==> src/rtl/multi_control_hs_if.sv <==
// Control bundle between the multi-cycle control FSM (master) and the datapath (slave).
interface multi_control_hs_if;
  logic [5:0] OP;
  logic       mem_ready;
  logic       PCWrite;
  logic       PCWriteCond;
  logic       PCWriteCondN;
  logic       IorD;
  logic       MemRead;
  logic       MemWrite;
  logic       IRWrite;
  logic       RegWrite;
  logic       ALUSrcA;
  logic       ExtOp;
  logic [1:0] PCSource;
  logic [1:0] ALUOp;
  logic [1:0] ALUSrcB;
  logic [1:0] RegDst;
  logic [1:0] MemtoReg;
  logic [4:0] LED;
  logic [3:0] state;
  logic       err;

  modport master (
    input  OP, mem_ready,
    output PCWrite, PCWriteCond, PCWriteCondN, IorD, MemRead, MemWrite, IRWrite,
           RegWrite, ALUSrcA, ExtOp, PCSource, ALUOp, ALUSrcB, RegDst, MemtoReg,
           LED, state, err
  );

  modport slave (
    output OP, mem_ready,
    input  PCWrite, PCWriteCond, PCWriteCondN, IorD, MemRead, MemWrite, IRWrite,
           RegWrite, ALUSrcA, ExtOp, PCSource, ALUOp, ALUSrcB, RegDst, MemtoReg,
           LED, state, err
  );
endinterface

==> src/rtl/multi_control_hs.sv <==
// Moore control FSM for the multi-cycle CPU with optional memory-ready handshake.
// Define MULTI_CTRL_HS_EN to enable the mem_ready wait states, wait counter and timeout.
module multi_control_hs #(
  parameter int TIMEOUT = 15,
  parameter int CNT_W   = 8
) (
  input logic                clk,
  input logic                rst,
  multi_control_hs_if.master bus
);
  typedef enum logic [3:0] {
    S_FETCH  = 4'd0,  S_DECODE = 4'd1,  S_MEMADR = 4'd2,  S_MEMRD = 4'd3,
    S_MEMWB  = 4'd4,  S_MEMWR  = 4'd5,  S_EXEC   = 4'd6,  S_RWB   = 4'd7,
    S_BRANCH = 4'd8,  S_JUMP   = 4'd9,  S_IEXEC  = 4'd10, S_IWB   = 4'd11
  } state_t;

  localparam logic [5:0] OP_R    = 6'b000000;
  localparam logic [5:0] OP_LW   = 6'b100011;
  localparam logic [5:0] OP_SW   = 6'b101011;
  localparam logic [5:0] OP_BEQ  = 6'b000100;
  localparam logic [5:0] OP_BNE  = 6'b000101;
  localparam logic [5:0] OP_ADDI = 6'b001000;
  localparam logic [5:0] OP_ORI  = 6'b001101;
  localparam logic [5:0] OP_J    = 6'b000010;
  localparam logic [5:0] OP_JAL  = 6'b000011;

  if (TIMEOUT < 1 || TIMEOUT > 255 || (1 << CNT_W) <= TIMEOUT) begin : g_bad_cfg
    $error("multi_control_hs: TIMEOUT must be 1..255 and fit in CNT_W bits");
  end

  state_t     cur_st, nxt_st;
  logic [4:0] led_q, led_d;
  logic       err_q, err_set;
  logic       rdy, tmo;

  logic       pc_write, pc_write_cond, pc_write_cond_n, ior_d, mem_read, mem_write;
  logic       ir_write, reg_write, alu_src_a, ext_op;
  logic [1:0] pc_source, alu_op, alu_src_b, reg_dst, mem_to_reg;

`ifdef MULTI_CTRL_HS_EN
  logic [CNT_W-1:0] wait_cnt;
  logic             mem_st;

  assign rdy    = bus.mem_ready;
  assign mem_st = (cur_st == S_FETCH) || (cur_st == S_MEMRD) || (cur_st == S_MEMWR);
  // TIMEOUT not-ready cycles are tolerated; the next one aborts.
  assign tmo    = mem_st && !rdy && (wait_cnt == CNT_W'(TIMEOUT));

  // Any exit from a memory state is via ready or timeout, so entry always sees zero.
  always_ff @(posedge clk or negedge rst) begin
    if (!rst)                       wait_cnt <= '0;
    else if (rdy || tmo || !mem_st) wait_cnt <= '0;
    else                            wait_cnt <= wait_cnt + CNT_W'(1);
  end
`else
  assign rdy = 1'b1;
  assign tmo = 1'b0;
`endif

  always_comb begin
    nxt_st          = cur_st;
    err_set         = 1'b0;
    led_d           = led_q;
    pc_write        = 1'b0;
    pc_write_cond   = 1'b0;
    pc_write_cond_n = 1'b0;
    ior_d           = 1'b0;
    mem_read        = 1'b0;
    mem_write       = 1'b0;
    ir_write        = 1'b0;
    reg_write       = 1'b0;
    alu_src_a       = 1'b0;
    ext_op          = 1'b0;
    pc_source       = 2'b00;
    alu_op          = 2'b00;
    alu_src_b       = 2'b00;
    reg_dst         = 2'b00;
    mem_to_reg      = 2'b00;
    case (cur_st)
      S_FETCH: begin
        mem_read  = 1'b1;
        alu_src_b = 2'b01;
        if (rdy) begin
          ir_write = 1'b1;
          pc_write = 1'b1;
          nxt_st   = S_DECODE;
        end else if (tmo) begin
          err_set = 1'b1;
          nxt_st  = S_FETCH;
        end
      end
      S_DECODE: begin
        alu_src_b = 2'b11;
        ext_op    = 1'b1;
        case (bus.OP)
          OP_LW:           begin nxt_st = S_MEMADR; led_d = 5'b00100; end
          OP_SW:           begin nxt_st = S_MEMADR; led_d = 5'b00010; end
          OP_R:            begin nxt_st = S_EXEC;   led_d = 5'b00001; end
          OP_BEQ, OP_BNE:  begin nxt_st = S_BRANCH; led_d = 5'b01000; end
          OP_ADDI, OP_ORI: begin nxt_st = S_IEXEC;  led_d = 5'b00001; end
          OP_J, OP_JAL:    begin nxt_st = S_JUMP;   led_d = 5'b10000; end
          default:         begin nxt_st = S_FETCH;  led_d = 5'b00000; err_set = 1'b1; end
        endcase
      end
      S_MEMADR: begin
        alu_src_a = 1'b1;
        alu_src_b = 2'b10;
        ext_op    = 1'b1;
        nxt_st    = (bus.OP == OP_SW) ? S_MEMWR : S_MEMRD;
      end
      S_MEMRD: begin
        mem_read = 1'b1;
        ior_d    = 1'b1;
        if (rdy) nxt_st = S_MEMWB;
        else if (tmo) begin
          err_set = 1'b1;
          nxt_st  = S_FETCH;
        end
      end
      S_MEMWB: begin
        reg_write  = 1'b1;
        mem_to_reg = 2'b01;
        nxt_st     = S_FETCH;
      end
      S_MEMWR: begin
        ior_d     = 1'b1;
        mem_write = 1'b1;
        if (rdy) nxt_st = S_FETCH;
        else if (tmo) begin
          err_set = 1'b1;
          nxt_st  = S_FETCH;
        end
      end
      S_EXEC: begin
        alu_src_a = 1'b1;
        alu_op    = 2'b10;
        nxt_st    = S_RWB;
      end
      S_RWB: begin
        reg_write = 1'b1;
        reg_dst   = 2'b01;
        nxt_st    = S_FETCH;
      end
      S_BRANCH: begin
        alu_src_a       = 1'b1;
        alu_op          = 2'b01;
        pc_source       = 2'b01;
        pc_write_cond   = (bus.OP == OP_BEQ);
        pc_write_cond_n = (bus.OP == OP_BNE);
        nxt_st          = S_FETCH;
      end
      S_JUMP: begin
        pc_write  = 1'b1;
        pc_source = 2'b10;
        // PC already holds PC+4 here, so JAL links straight from it.
        if (bus.OP == OP_JAL) begin
          reg_write  = 1'b1;
          reg_dst    = 2'b10;
          mem_to_reg = 2'b10;
        end
        nxt_st = S_FETCH;
      end
      S_IEXEC: begin
        alu_src_a = 1'b1;
        alu_src_b = 2'b10;
        if (bus.OP == OP_ORI) begin
          alu_op = 2'b11;
          ext_op = 1'b0;
        end else begin
          alu_op = 2'b00;
          ext_op = 1'b1;
        end
        nxt_st = S_IWB;
      end
      S_IWB: begin
        reg_write = 1'b1;
        nxt_st    = S_FETCH;
      end
      default: nxt_st = S_FETCH;
    endcase
  end

  always_ff @(posedge clk or negedge rst) begin
    if (!rst) begin
      cur_st <= S_FETCH;
      led_q  <= '0;
      err_q  <= 1'b0;
    end else begin
      cur_st <= nxt_st;
      led_q  <= led_d;
      if (err_set) err_q <= 1'b1;
    end
  end

  // Write strobes are gated by rst so nothing writes while reset is held.
  assign bus.PCWrite      = pc_write & rst;
  assign bus.PCWriteCond  = pc_write_cond & rst;
  assign bus.PCWriteCondN = pc_write_cond_n & rst;
  assign bus.MemRead      = mem_read & rst;
  assign bus.MemWrite     = mem_write & rst;
  assign bus.IRWrite      = ir_write & rst;
  assign bus.RegWrite     = reg_write & rst;
  assign bus.IorD         = ior_d;
  assign bus.ALUSrcA      = alu_src_a;
  assign bus.ExtOp        = ext_op;
  assign bus.PCSource     = pc_source;
  assign bus.ALUOp        = alu_op;
  assign bus.ALUSrcB      = alu_src_b;
  assign bus.RegDst       = reg_dst;
  assign bus.MemtoReg     = mem_to_reg;
  assign bus.LED          = led_q;
  assign bus.state        = cur_st;
  assign bus.err          = err_q;
endmodule

==> src/flat_wrapper.sv <==
// flat-port wrapper written by rule: the top's interface ports become plain ports
module multi_control_hs_flat 
#(
  parameter int TIMEOUT = 15,
  parameter int CNT_W   = 8
)
  (clk, rst, bus_OP, bus_mem_ready, bus_PCWrite, bus_PCWriteCond, bus_PCWriteCondN, bus_IorD, bus_MemRead, bus_MemWrite, bus_IRWrite, bus_RegWrite, bus_ALUSrcA, bus_ExtOp, bus_PCSource, bus_ALUOp, bus_ALUSrcB, bus_RegDst, bus_MemtoReg, bus_LED, bus_state, bus_err);
  multi_control_hs_if bus_i ();
  input logic clk;
  input logic rst;
  input wire logic [$bits(bus_i.OP)-1:0] bus_OP;
  input wire logic [$bits(bus_i.mem_ready)-1:0] bus_mem_ready;
  output wire logic [$bits(bus_i.PCWrite)-1:0] bus_PCWrite;
  output wire logic [$bits(bus_i.PCWriteCond)-1:0] bus_PCWriteCond;
  output wire logic [$bits(bus_i.PCWriteCondN)-1:0] bus_PCWriteCondN;
  output wire logic [$bits(bus_i.IorD)-1:0] bus_IorD;
  output wire logic [$bits(bus_i.MemRead)-1:0] bus_MemRead;
  output wire logic [$bits(bus_i.MemWrite)-1:0] bus_MemWrite;
  output wire logic [$bits(bus_i.IRWrite)-1:0] bus_IRWrite;
  output wire logic [$bits(bus_i.RegWrite)-1:0] bus_RegWrite;
  output wire logic [$bits(bus_i.ALUSrcA)-1:0] bus_ALUSrcA;
  output wire logic [$bits(bus_i.ExtOp)-1:0] bus_ExtOp;
  output wire logic [$bits(bus_i.PCSource)-1:0] bus_PCSource;
  output wire logic [$bits(bus_i.ALUOp)-1:0] bus_ALUOp;
  output wire logic [$bits(bus_i.ALUSrcB)-1:0] bus_ALUSrcB;
  output wire logic [$bits(bus_i.RegDst)-1:0] bus_RegDst;
  output wire logic [$bits(bus_i.MemtoReg)-1:0] bus_MemtoReg;
  output wire logic [$bits(bus_i.LED)-1:0] bus_LED;
  output wire logic [$bits(bus_i.state)-1:0] bus_state;
  output wire logic [$bits(bus_i.err)-1:0] bus_err;
  assign bus_i.OP = bus_OP;
  assign bus_i.mem_ready = bus_mem_ready;
  assign bus_PCWrite = bus_i.PCWrite;
  assign bus_PCWriteCond = bus_i.PCWriteCond;
  assign bus_PCWriteCondN = bus_i.PCWriteCondN;
  assign bus_IorD = bus_i.IorD;
  assign bus_MemRead = bus_i.MemRead;
  assign bus_MemWrite = bus_i.MemWrite;
  assign bus_IRWrite = bus_i.IRWrite;
  assign bus_RegWrite = bus_i.RegWrite;
  assign bus_ALUSrcA = bus_i.ALUSrcA;
  assign bus_ExtOp = bus_i.ExtOp;
  assign bus_PCSource = bus_i.PCSource;
  assign bus_ALUOp = bus_i.ALUOp;
  assign bus_ALUSrcB = bus_i.ALUSrcB;
  assign bus_RegDst = bus_i.RegDst;
  assign bus_MemtoReg = bus_i.MemtoReg;
  assign bus_LED = bus_i.LED;
  assign bus_state = bus_i.state;
  assign bus_err = bus_i.err;
  multi_control_hs #(.TIMEOUT(TIMEOUT), .CNT_W(CNT_W)) u_core (.clk(clk), .rst(rst), .bus(bus_i));
endmodule
==> config.mk <==
export PLATFORM = sky130hd
export DESIGN_NAME = multi_control_hs_flat
export DESIGN_NICKNAME = d
export VERILOG_FILES = /design/src/rtl/multi_control_hs_if.sv /design/src/rtl/multi_control_hs.sv /design/src/flat_wrapper.sv
export SDC_FILE = /design/constraint.sdc
export NUM_CORES = 1
export LEC_CHECK = 0
export ABC_AREA = 0
export CAP_MARGIN = 20
export CORE_ASPECT_RATIO = 0.7
export CORE_MARGIN = 2
export CORE_UTILIZATION = 41
export CTS_CLUSTER_DIAMETER = 30
export DETAILED_ROUTE_END_ITERATION = 8
export GPL_TIMING_DRIVEN = 0
export HOLD_SLACK_MARGIN = 0.05
export PLACE_DENSITY_LB_ADDON = 0.1
export SKIP_CTS_REPAIR_TIMING = 1
export SLEW_MARGIN = 20
export SYNTH_ARGS = -nofsm -noshare
export SYNTH_HDL_FRONTEND = slang
export SYNTH_SLANG_ARGS = --single-unit
==> constraint.sdc <==
create_clock -name clk -period 1.5 [get_ports clk]
set_input_delay 0.3 -clock clk [delete_from_list [all_inputs] [get_ports clk]]
set_output_delay 0.3 -clock clk [all_outputs]
set_load 0.005 [all_outputs]
# --- Word level (Yosys, flattened, before mapping) ---
# Index checks and enable logic that the tools add are counted.
# Widths: inputs -> output; s select.
op_classes:
  eq_ne: 19
  n_mux: 25
  bitwise_logic: 7
  reduce_logical: 15
ops:
  columns: ["op", "n"]
  rows:
  - ["$pmux 5 s5", 1]
  - ["$pmux 4 s6", 1]
  - ["$pmux 4 s5", 1]
  - ["$reduce_or 2->1", 9]
  - ["$eq 4x3->1 const B", 4]
  - ["$eq 4x4->1 const B", 4]
  - ["$eq 6x2->1 const B", 2]
  - ["$eq 6x3->1 const B", 2]
  - ["$eq 6x4->1 const B", 2]
  - ["$eq 6x6->1 const B", 2]
  - ["$mux 1", 12]
  - ["$pmux 2 s2", 3]
  - ["$pmux 2 s3", 2]
  - ["$reduce_or 9->1", 1]
  - ["$eq 4x2->1 const B", 2]
  - ["$and 1x1->1", 7]
  - ["$logic_not 6->1", 1]
  - ["$reduce_or 3->1", 2]
  - ["$eq 4x1->1 const B", 1]
  - ["$logic_not 4->1", 1]
  - ["$mux 2", 2]
  - ["$pmux 1 s2", 2]
  - ["$reduce_or 4->1", 1]
  - ["$mux 3", 1]
word_totals:
  register_bits: 10
  output_inout_bits: 30
  word_cells: 69

# --- Logic depth before layout (Yosys ltp) ---
# Gate-level depths: netlist of the first run.
logic_depth:
  ltp_word: 4
  ltp_mapped: 6

# --- Least setup slack after synthesis of the first run ---
# OpenSTA, ideal clock, no wires.
synth_path:
  path_type: "flip-flop to output port"
  startpoint: "register u_core.cur_st[3] (netlist: u_core.bus.state[3])"
  endpoint: "output bus_RegWrite"
  arrival_time_ns: 1.178
  required_time_ns: 1.200
  setup_slack_ns: 0.022
  stages_incl_launch_ff: 6
  n_path_buf: 2
  path_cell_list: "dfrtp_1 -> buf_6 -> nand2b_1 -> buf_2 -> nor4_2 -> o31a_1"
synth_via:
  elab_chain_len: 4
  elab_cells_between_ends: 7
synth_lines:
  columns: ["item", "line", "text"]
  rows:
  - ["start: declaration", "multi_control_hs.sv:31", "state_t cur_st, nxt_st;"]
  - ["start signal: assignment", "multi_control_hs.sv:189", "cur_st <= nxt_st;"]
  - ["$eq 4x4->1 / $eq 4x3->1 (equally long branches)", "multi_control_hs.sv:79", "case (cur_st)"]
  - ["$reduce_or 3->1 (no line)", null, null]
  - ["$pmux 1 s2 *", "multi_control_hs.sv:79", null]
  - ["$and 1x1->1 *", "multi_control_hs.sv:202", "assign bus.RegWrite = reg_write & rst;"]
  - ["end: declaration", "flat_wrapper.sv:20", "output wire logic [$bits(bus_i.RegWrite)-1:0] bus_RegWrite;"]
# Every way passes the cells marked *; elsewhere a longest branch is shown, timed or not.

# --- Final worst setup path of the first run ---
layout_path:
  startpoint: "register u_core.cur_st[3] (netlist: u_core.bus.state[3])"
  endpoint: "output bus_PCWrite"
layout_via:
  elab_chain_len: 4
  elab_cells_between_ends: 5
layout_lines:
  columns: ["item", "line", "text"]
  rows:
  - ["$eq 4x4->1 / $logic_not 4->1 (equally long branches)", "multi_control_hs.sv:79", null]
  - ["$reduce_or 2->1 (no line) *", null, null]
  - ["$mux 1 *", null, null]
  - ["$and 1x1->1 *", "multi_control_hs.sv:196", "assign bus.PCWrite = pc_write & rst;"]
  - ["end: declaration", "flat_wrapper.sv:13", "output wire logic [$bits(bus_i.PCWrite)-1:0] bus_PCWrite;"]
# Marks and branches as above.

==> metrics.md, run 1 <==
| Metric | Value |
|---|---|
| Initial antenna violation count | 0 |
| IO Count | 39 |
| Synthesized cell area | 886 um2 |
| Cts bufs inserted | 3 |
| P&R area growth vs syn | 78.5% |
| Reg2reg start | u_core.bus.state[3]$_DFF_PN0_ |
| Area of the core | 2100 um2 |
| Minimum clock period | 1.96 ns |
| Rel. slew slack | 0.675 |
| Routed len/inst | 16.9 um |
| Commonest cells after routing, fill and taps aside | buf_4 (14), nand2_1 (13), buf_6 (12), buf_2 (12), nor2_1 (11) |
| Die height | 42.9 um |
| Reg2Reg Depth | 6 |
| CTS tree | yes |
| Core Util, Final | 0.752 |
| DR vias | 1080 |
| R2r setup slk | 0 ns |
| Worst-path fanout max | 6 |
| Outcome | finished, violations left |
| Tot GR Track Use | 0.210 |
| Maxcap violations | 0 |
| Synthesized area per cell | 8.05 um2 |
| Row cnt | 14 |
| Critical path capture point type | output port |
| Hold depth | 2 |
| Setup violations, final | 20 |
| Critical path class | flip-flop to output port |
| Tot Pwr | 1.44 mW |
| First-pass GRT wire length | 4110 um |
| DRC Markers | 0 |
| Worst skew pair latency | 0.28 ns |
| DRT Pass-1 Iters | 4 |
| Final WS setup | -0.460 ns |
| H-tree levels | 1 |
| Slew @ Worst Pin | 0.485 ns |
| Final #Nets | 179 |
| Post-Synthesis Cells | 110 |
| Dpl cells | 168 |
| Design Area, Final | 1580 um2 |
| Post-route ant nets | 0 |
| CP arrival | 1.66 ns |
| Initial Util | 0.421 |
| Post-synthesis register bit count | 10 |
| DRT iter0 DRCs | 35 |
| CTS Buffer Depth | 2 |
| Endpoints failing hold | 0 |
| Fmax achieved | 0.510 GHz |
| Area of placed instances | 1260 um2 |
| VDD IR-drop max | 0.594 mV |
| LEAKAGE | 0.802 nW |
| WHS Endpoint | u_core.bus.state[2]$_DFF_PN0_ |
| Power Dens Cells | 913 nW/um2 |
| Chip width | 59.6 um |
| Hold_ws | 0.263 ns |
| GRT overflow | 0 |
| Hold crit path type | primary input to flip-flop |
| Post-synth ARST share | 1.00 |
| Crit share post-route | 1.31 |
| Final wirelength | 3270 um |
| Count of cell types in the netlist | 44 |
| Setup TNS | -5.37 ns |
| CTS sink cnt | 10 |
| Share of cells above drive strength 1 | 0.509 |
| Failing checks | setup timing |
| Clock Skew | 0.00626 ns |
| Root Buffer | clkbuf_4 |
| Critical Path RT | 1.20 ns |
| Clk slew on worst S/H paths | 0.08 ns |
| Die area | 2550 um2 |
| Post-Layout Cell Count | 193 |
| Startpoint types | flip-flop |
| Reg-to-Reg End | u_core.bus.state[1]$_DFF_PN0_ |
| Count of input and output buffers | 34 |
| RSZ-0062 raised after global routing | true |
| Largest net degree at the start of global routing | 16 |
| Placer's final routability congestion estimate | 0.843 |
| Synth Flop Type | dfrtp_1 |
| Commonest non-fill, non-tap cell in the layout | buf_4 |
| Max Slew Vio Count | 0 |
| Pre-CTS setup slack | -0.997 ns |
| Via/cell ratio | 5.60 |
| Vias in the first global route | 872 |
| DP Wirelength | 1830 um |
| HP Start | bus_OP[3] |
| Antenna Cells | 0 |
| Post-synth EDFFs | 0 |
| Register area share after synthesis | 0.282 |
| Post-Syn Nets | 119 |
| YS warnings | 0 |
per-layer routing:
metal | wire length [um] | global-route usage | vias to the layer above
met5 | 0 | 0 | -
met4 | 30 | 0.0133 | 0
met3 | 222 | 0.0671 | 6
met2 | 1530 | 0.290 | 48
met1 | 1490 | 0.328 | 515
li1 | - | - | 511
area by class of cell:
type                    instances  area (um2)
plain buffers                   8        77.6
clock buffers                   4        36.3
fillers                       143         520
inverters                       2        10.0
multi-input cells              90         726
flip-flops and latches         10         251
well taps                      24        30.0
repair buffers                 55         450
cell families (layout without fill, tap and decap cells):
kind of cell           after synthesis  after routing  share of synthesized area
AND/OR/NAND/NOR                     63             63                      0.408
flip-flops                          10             10                      0.282
buffers and inverters               10             69                     0.0664
XOR/XNOR                             2              2                     0.0198
AO/OA/AOI/OAI                       25             25                      0.223
how the worst max path moves through the flow:
stage,from,to,slack [ns],depth (start not counted)
after floorplan,u_core.bus.state[3]$_DFF_PN0_,bus_RegWrite,0.02,5
after global placement,bus_OP[4],bus_RegWrite,-0.96,6
after detailed placement,rst,bus_PCWrite,-1.0,5
after CTS,rst,bus_PCWrite,-0.99,5
after global routing,u_core.bus.state[2]$_DFF_PN0_,bus_PCWriteCondN,-0.55,7
final,u_core.bus.state[3]$_DFF_PN0_,bus_PCWrite,-0.46,7
power by group:
part           switching (mW)  total, mW  internal [mW]
clock network           0.115      0.263          0.148
registers              0.0326      0.342          0.310
logic                   0.443      0.838          0.396
critical path, cell delays in order, from the launching register on:
cell and delay (ns):
dfrtp_1 0.39, buf_6 0.14, buf_4 0.15, nor2_4 0.15
nand2_2 0.11, nor3_4 0.20, a21o_1 0.12, clkbuf_2 0.12
synthesized netlist by cell type (all sizes together) (2+ instances only):
cell	number	area [um2]
nand2	19	76.3
nor2	15	56.3
dfrtp	10	250
nor3	9	71.3
a21oi	6	30.0
buf	6	42.5
nand2b	3	18.8
nor2b	3	18.8
o21ai	3	15.0
a32o	2	20.0
and2b	2	17.5
clkbuf	2	8.75
inv	2	7.51
nand3	2	10.0
nand4	2	18.8
nor3b	2	15.0
nor4	2	18.8
o21bai	2	15.0
o31ai	2	28.8
registers in the layout, indices dropped and copies added, names as in the netlist:
| register | flops |
|---|---|
| u_core.bus.LED | 5 |
| u_core.bus.err | 1 |
| u_core.bus.state | 4 |
(Power assumes the default switching activity.)
==> inputs of run 2 (changes only) <==
--- a/config.mk
+++ b/config.mk
@@ -12,10 +12,10 @@
 export CORE_UTILIZATION = 41
 export CTS_CLUSTER_DIAMETER = 30
 export DETAILED_ROUTE_END_ITERATION = 8
+export GPL_ROUTABILITY_DRIVEN = 1
 export GPL_TIMING_DRIVEN = 0
 export HOLD_SLACK_MARGIN = 0.05
 export PLACE_DENSITY_LB_ADDON = 0.1
-export SKIP_CTS_REPAIR_TIMING = 1
 export SLEW_MARGIN = 20
 export SYNTH_ARGS = -nofsm -noshare
 export SYNTH_HDL_FRONTEND = slang
==> run 2 against run 1 <==
The flow still finishes with violations (setup timing). Cell count rose by 6.2%. Global-route usage up 9.2 points. Die area did not move. Total power is 14% higher. Utilization increased by 9.0 points. Critical endpoint is now bus_IRWrite.
==> metrics.md, run 2 (same netlist as run 1, synthesis figures left out) <==
| Metric | Value |
|---|---|
| Outcome | finished, violations left |
| Failing checks | setup timing |
| GRT met3 Usage | 0.0976 (+0.0305) |
| Share of cells above drive strength 1 | 0.602 (+0.0933) |
| Row cnt | 14 (unchanged) |
| Area of the core | 2100 um2 (unchanged) |
| Cts bufs inserted | 3 (unchanged) |
| Max reg flops | 5 (unchanged) |
| Critical path capture point type | output port |
| Hold_ws | 0.294 ns (+0.0306 ns) |
| Antenna Cells | 0 (unchanged) |
| Maxcap violations | 0 (unchanged) |
| P&R area growth vs syn | 99.9% |
| Final wirelength | 4200 um (+29%) |
| Via/cell ratio | 6.08 (+8.6%) |
| Commonest cells after routing, fill and taps aside | buf_6 (19), buf_2 (19), buf_4 (17) |
| Slew @ Worst Pin | 0.492 ns (+0.00638 ns) |
| Vias in the first global route | 1114 (+28%) |
| Worst path most repeated cell | buf_4 |
| Die height | 42.9 um (unchanged) |
| Placer's final routability congestion estimate | 0.843 (unchanged) |
| Chip width | 59.6 um (unchanged) |
| LEAKAGE | 0.830 nW (+3.5%) |
| DRT Pass-1 Iters | 4 (unchanged) |
| Crit path max-delay family | buffers and inverters |
| Startpoint types | flip-flop |
| DRC Markers | 0 (unchanged) |
| VDD IR-drop max | 0.566 mV (-4.8%) |
| Slowest CP cell | dfrtp_1 |
| GRT overflow | 0 (unchanged) |
| Root Buffer | clkbuf_4 |
| Design Area, Final | 1770 um2 (+12%) |
| CTS Buffer Depth | 2 (unchanged) |
| Fmax achieved | 0.528 GHz (+3.4%) |
| Initial antenna violation count | 0 (unchanged) |
| Critical path class | flip-flop to output port |
| Worst skew pair latency | 0.28 ns (about the same) |
| Final WS setup | -0.395 ns (+0.0647 ns) |
| FILL cells | 101 (-29%) |
| Clock Skew | 0.00845 ns (+0.00219 ns) |
| Die area | 2550 um2 (unchanged) |
| DR vias | 1246 (+15%) |
| Met1 GRT Util | 0.406 (+0.0781) |
| Pre-CTS setup slack | -0.997 ns (unchanged) |
| DRT iter0 DRCs | 122 (+250%) |
| Power Dens Cells | 925 nW/um2 (+1.4%) |
| Count of input and output buffers | 34 (unchanged) |
| Worst path cell trace | buf_4 > buf_4 > nor2_4 > nand2_2 > nor3_2 > buf_4 > buf_2 |
| Critical Path RT | 1.20 ns (about the same) |
| Setup violations, final | 24 (+20%) |
| RSZ-0062 raised after global routing | true |
| Rel. slew slack | 0.671 (-0.00427) |
| Endpoints failing hold | 0 (unchanged) |
| Routed len/inst | 20.5 um (+21%) |
| Clk slew on worst S/H paths | 0.08 ns (about the same) |
| Initial Util | 0.421 (unchanged) |
| Worst-path fanout max | 3 (-3) |
| DP Wirelength | 1830 um (unchanged) |
| H-tree levels | 1 (unchanged) |
| Final #Nets | 191 (+6.7%) |
| Global route hottest layer | met2 |
| IO Count | 39 (unchanged) |
| Tot GR Track Use | 0.301 (+0.0917) |
| CP arrival | 1.60 ns (-0.06 ns) |
| Slowest cell delay on critical path | 0.42 ns (+0.03 ns) |
| CP bufs+invs | 4 (+1) |
| Post-route ant nets | 0 (unchanged) |
| Max Slew Vio Count | 0 (unchanged) |
| CTS tree | yes |
| Crit share post-route | 1.26 (-0.0432) |
| Hold crit path type | primary input to flip-flop |
| Setup TNS | -4.94 ns (+0.424 ns) |
| Largest net degree at the start of global routing | 11 (-5) |
| First-pass GRT wire length | 5610 um (+36%) |
| GR Util met2 | 0.466 (+0.176) |
| Area of placed instances | 1260 um2 (unchanged) |
| Minimum clock period | 1.90 ns (-0.0647 ns) |
| CTS sink cnt | 10 (unchanged) |
-- run 2: cell count changes in the layout (fill, tap and decap cells not counted), moves of 2 or more --
cell	before	now
buf_2	12	19
nor2_1	11	8
buf_6	12	19
nor2_4	3	6
dlymetal6s2s_1	5	1
buf_4	14	17
buf_8	0	2
clkbuf_2	9	3
clkdlybuf4s15_2	0	3
-- run 2: worst paths after layout --
kind | from | to | slack (ns) | cells past startpoint
hold / removal | bus_OP[3] | u_core.bus.state[2]$_DFF_PN0_ | 0.29 | 2
setup / recovery | u_core.bus.state[2]$_DFF_PN0_ | bus_IRWrite | -0.40 | 7
setup reg to reg | u_core.bus.state[2]$_DFF_PN0_ | u_core.bus.err$_DFFE_PN0P_ | -0.02 | 7
max in group asynchronous | rst | u_core.bus.state[0]$_DFF_PN0_ | 0.40 | 2
min in group asynchronous | rst | u_core.bus.LED[0]$_DFFE_PN0P_ | 0.73 | 2
hold reg to reg | u_core.bus.LED[1]$_DFFE_PN0P_ | u_core.bus.LED[1]$_DFFE_PN0P_ | 0.49 | 2
-- run 2: worst reg2reg max path, stage by stage (launching register included) --
cell and delay [ns]:
dfrtp_1 0.42, buf_6 0.14, buf_6 0.12, buf_8 0.14, buf_6 0.13, nor3_4 0.28
nand2_1 0.09, o21bai_1 0.13
-- run 2: metrics by stage --
step / util / instances / total power [mW]
after floorplan: - / 110 / 0.655
final: 0.842 / 205 / 1.64
after detailed placement: 0.598 / 168 / 0.952
after CTS: 0.759 / 195 / 1.41
after global placement: 0.598 / 168 / 0.946
after global routing: 0.842 / 205 / 1.70
-- run 2: repair_timing --
item                       CTS  global route
hold buffers                 1             0
hold endpoints to repair    10             0
pin swaps                   18            25
resized for setup          135            42
buffers inserted            22            16
setup endpoints to repair   22            28
gates cloned                 0             0
-- run 2: where the power goes --
part	leakage, nW	switching [mW]	internal (mW)	total (mW)
combinational	0.680	0.547	0.481	1.03
sequential	0.129	0.0394	0.310	0.349
clock	0.0210	0.113	0.148	0.261
total	0.830	0.700	0.939	1.64
-- run 2: layout make-up --
| class | instances | area, um2 | area share |
|---|---|---|---|
| Multi-Input combinational cell | 90 | 797 | 0.450 |
| Timing Repair Buffer | 68 | 572 | 0.323 |
| Sequential cell | 10 | 251 | 0.142 |
| Buffer | 7 | 68.8 | 0.0389 |
| Clock buffer | 4 | 36.3 | 0.0205 |
| Tap cell | 24 | 30.0 | 0.0170 |
| Inverter | 2 | 15.0 | 0.00848 |
-- run 2: routing by layer --
layer  part of all wire  up-vias
li1                   -      537
met2               0.46       96
met1               0.40      589
met5                  0        -
met3              0.096       24
met4              0.048        0
==> inputs of run 3 (changes only) <==
--- a/config.mk
+++ b/config.mk
@@ -10,6 +10,7 @@
 export CORE_ASPECT_RATIO = 0.7
 export CORE_MARGIN = 2
 export CORE_UTILIZATION = 41
+export CTS_BUF_LIST = sky130_fd_sc_hd__clkbuf_16
 export CTS_CLUSTER_DIAMETER = 30
 export DETAILED_ROUTE_END_ITERATION = 8
 export GPL_ROUTABILITY_DRIVEN = 1
==> run 3 against run 2 <==
The flow still finishes with violations (setup timing). Worst hold slack worse by 0.22 ns. First-iteration DRC count is 51% lower. Clock power is 89% higher. Flip-flop and latch count stayed put. Design area is 1.6% lower. Sequential share of layout area is 0.30 points higher. Die area stayed put. Maximum frequency is 1.2% higher. Largest power group unchanged. Utilization is 1.3 points lower.
==> metrics.md, run 3 (same netlist as run 1, synthesis figures left out) <==
| Metric | Value |
|---|---|
| DRC Markers | 0 (unchanged) |
| Combinational Power Share | 0.534 (-0.094) |
| Core Util, Final | 0.829 (-0.0131) |
| Sequential power share | 0.194 (-0.019) |
| Hold crit path type | primary input to asynchronous set/reset pin |
| Crit share post-route | 1.25 (-0.0155) |
| Area of placed instances | 1260 um2 (unchanged) |
| Initial antenna violation count | 0 (unchanged) |
| Maxcap violations | 0 (unchanged) |
| Final WS setup | -0.372 ns (+0.0233 ns) |
| DRT iter0 DRCs | 60 (-51%) |
| LEAKAGE | 0.800 nW (-3.6%) |
| Max reg flops | 5 (unchanged) |
| Commonest non-fill, non-tap cell in the layout | buf_2 |
| IO Count | 39 (unchanged) |
| Row cnt | 14 (unchanged) |
| DP Wirelength | 1830 um (unchanged) |
| Outcome | finished, violations left |
| Rel. slew slack | 0.734 (+0.0631) |
| Area of the core | 2100 um2 (unchanged) |
| Routed len/inst | 19.9 um (-3.1%) |
| Post-route ant nets | 0 (unchanged) |
| RSZ-0062 raised after global routing | true |
| Worst-path fanout max | 4 (+1) |
| DR vias | 1176 (-5.6%) |
| Critical path capture point type | output port |
| Root Buffer | clkbuf_16 |
| Slew @ Worst Pin | 0.399 ns (-0.0930 ns) |
| Startpoint types | flip-flop |
| Final wirelength | 3950 um (-5.9%) |
| Die height | 42.9 um (unchanged) |
| First-pass GRT wire length | 5750 um (+2.6%) |
| Chip width | 59.6 um (unchanged) |
| Placer's final routability congestion estimate | 0.843 (unchanged) |
| Vias in the first global route | 1131 (+1.5%) |
| Die area | 2550 um2 (unchanged) |
| Antenna Cells | 0 (unchanged) |
| Tot GR Track Use | 0.305 (+0.00361) |
| Fmax achieved | 0.534 GHz (+1.2%) |
| CTS tree | yes |
| VDD IR-drop max | 0.655 mV (+16%) |
| Clock Skew | 0.00339 ns (-0.00506 ns) |
| Initial Util | 0.421 (unchanged) |
| P&R area growth vs syn | 96.8% |
| Share of cells above drive strength 1 | 0.606 (+0.00350) |
| GRT overflow | 0 (unchanged) |
| CTS Hold Bufs | 0 (-1) |
| Psw | 0.705 mW (+0.80%) |
| Sw Share | 0.390 (-0.0366) |
| Largest net degree at the start of global routing | 16 (+5) |
| Design Area, Final | 1740 um2 (-1.6%) |
| Max Slew Vio Count | 0 (unchanged) |
| Clock power share | 0.273 (+0.114) |
| Final #Nets | 185 (-3.1%) |
| Met1 GRT Util | 0.434 (+0.0275) |
| Reg area | 253 um2 (+0.50%) |
| Critical Path RT | 1.20 ns (about the same) |
| H-tree levels | 1 (unchanged) |
| Critical path class | flip-flop to output port |
| Setup violations, final | 26 (+8.3%) |
| Internal | 1.10 mW (+17%) |
| GR Util met2 | 0.462 (-0.00440) |
| Cts bufs inserted | 3 (unchanged) |
| CTS Buffer Depth | 2 (unchanged) |
| FILL cells | 107 (+5.9%) |
| Minimum clock period | 1.87 ns (-0.0233 ns) |
| Worst skew pair latency | 0.24 ns (-0.04 ns) |
| GRT met3 Usage | 0.0488 (-0.0488) |
| Clk slew on worst S/H paths | 0.04 ns (-0.04 ns) |
| Power Dens Cells | 1040 nW/um2 (+12%) |
| Commonest cells after routing, fill and taps aside | buf_2 (20), buf_6 (16), buf_4 (16) |
| DRT Pass-1 Iters | 4 (unchanged) |
| Setup TNS | -5.62 ns (-0.682 ns) |
| CP arrival | 1.57 ns (-0.03 ns) |
| Endpoints failing hold | 0 (unchanged) |
| Global route hottest layer | met2 |
| Failing checks | setup timing |
| Multi-input logic area | 802 um2 (+0.63%) |
| Count of input and output buffers | 34 (unchanged) |
| CTS sink cnt | 10 (unchanged) |
| Hold_ws | 0.0692 ns (-0.224 ns) |
| Tot Pwr | 1.81 mW (+10%) |
| Via/cell ratio | 5.91 (-2.8%) |
==> run 3: final timing paths <==
kind	slack, ns	depth (start not counted)	start	endpoint
max in group asynchronous	1.12	1	rst	u_core.bus.state[0]$_DFF_PN0_
setup reg to reg	-0.20	8	u_core.bus.state[2]$_DFF_PN0_	u_core.bus.LED[0]$_DFFE_PN0P_
min in group clk	0.33	2	bus_OP[3]	u_core.bus.state[2]$_DFF_PN0_
hold reg to reg	0.48	2	u_core.bus.LED[1]$_DFFE_PN0P_	u_core.bus.LED[1]$_DFFE_PN0P_
setup / recovery	-0.37	7	u_core.bus.state[2]$_DFF_PN0_	bus_RegWrite
hold / removal	0.07	1	rst	u_core.bus.LED[0]$_DFFE_PN0P_
==> run 3: per-layer routing <==
metal	vias to the layer above	wire [um]
li1	519	-
met2	80	1920
met1	561	1610
met5	-	0
met3	16	287
met4	0	132
==> run 3: timing repair <==
item | in CTS | in global routing
hold endpoints to repair | 0 | 0
resized for setup | 150 | 33
pin swaps | 18 | 19
setup buffers | 25 | 8
setup endpoints to repair | 21 | 26
==> run 3: critical path, cell delays in order (launching register included) <==
cell     delay (ns)
dfrtp_1        0.40
buf_6          0.13
buf_4          0.12
buf_8          0.13
nand2_8        0.10
nor3_4         0.04
o31a_1         0.28
buf_2          0.12
==> run 3: final cells by class <==
type                       count  share of cell area
buffer                         6              0.0330
tap                           24              0.0172
clock inverter                 1             0.00215
timing repair buffer          63               0.294
sequential                    10               0.145
inverter                       2             0.00574
multi-input combinational     90               0.460
clock buffer                   3              0.0431
==> run 3: metrics by stage <==
stage / std cells / setup slack, ns
2_1_floorplan: 110 / 0.0225
3_3_place_gp: 168 / -0.965
3_5_place_dp: 168 / -0.997
4_1_cts: 197 / -0.486
5_1_grt: 199 / -0.424
6_report: 199 / -0.372
==> run 3: power by group through the flow <==
stage          clock network [mW]  logic, mW  registers (mW)
2_1_floorplan                   0      0.312           0.343
3_3_place_gp                    0      0.604           0.342
3_5_place_dp                    0      0.611           0.341
4_1_cts                     0.488      0.825           0.342
5_1_grt                     0.517       1.02           0.352
6_report                    0.492      0.964           0.350
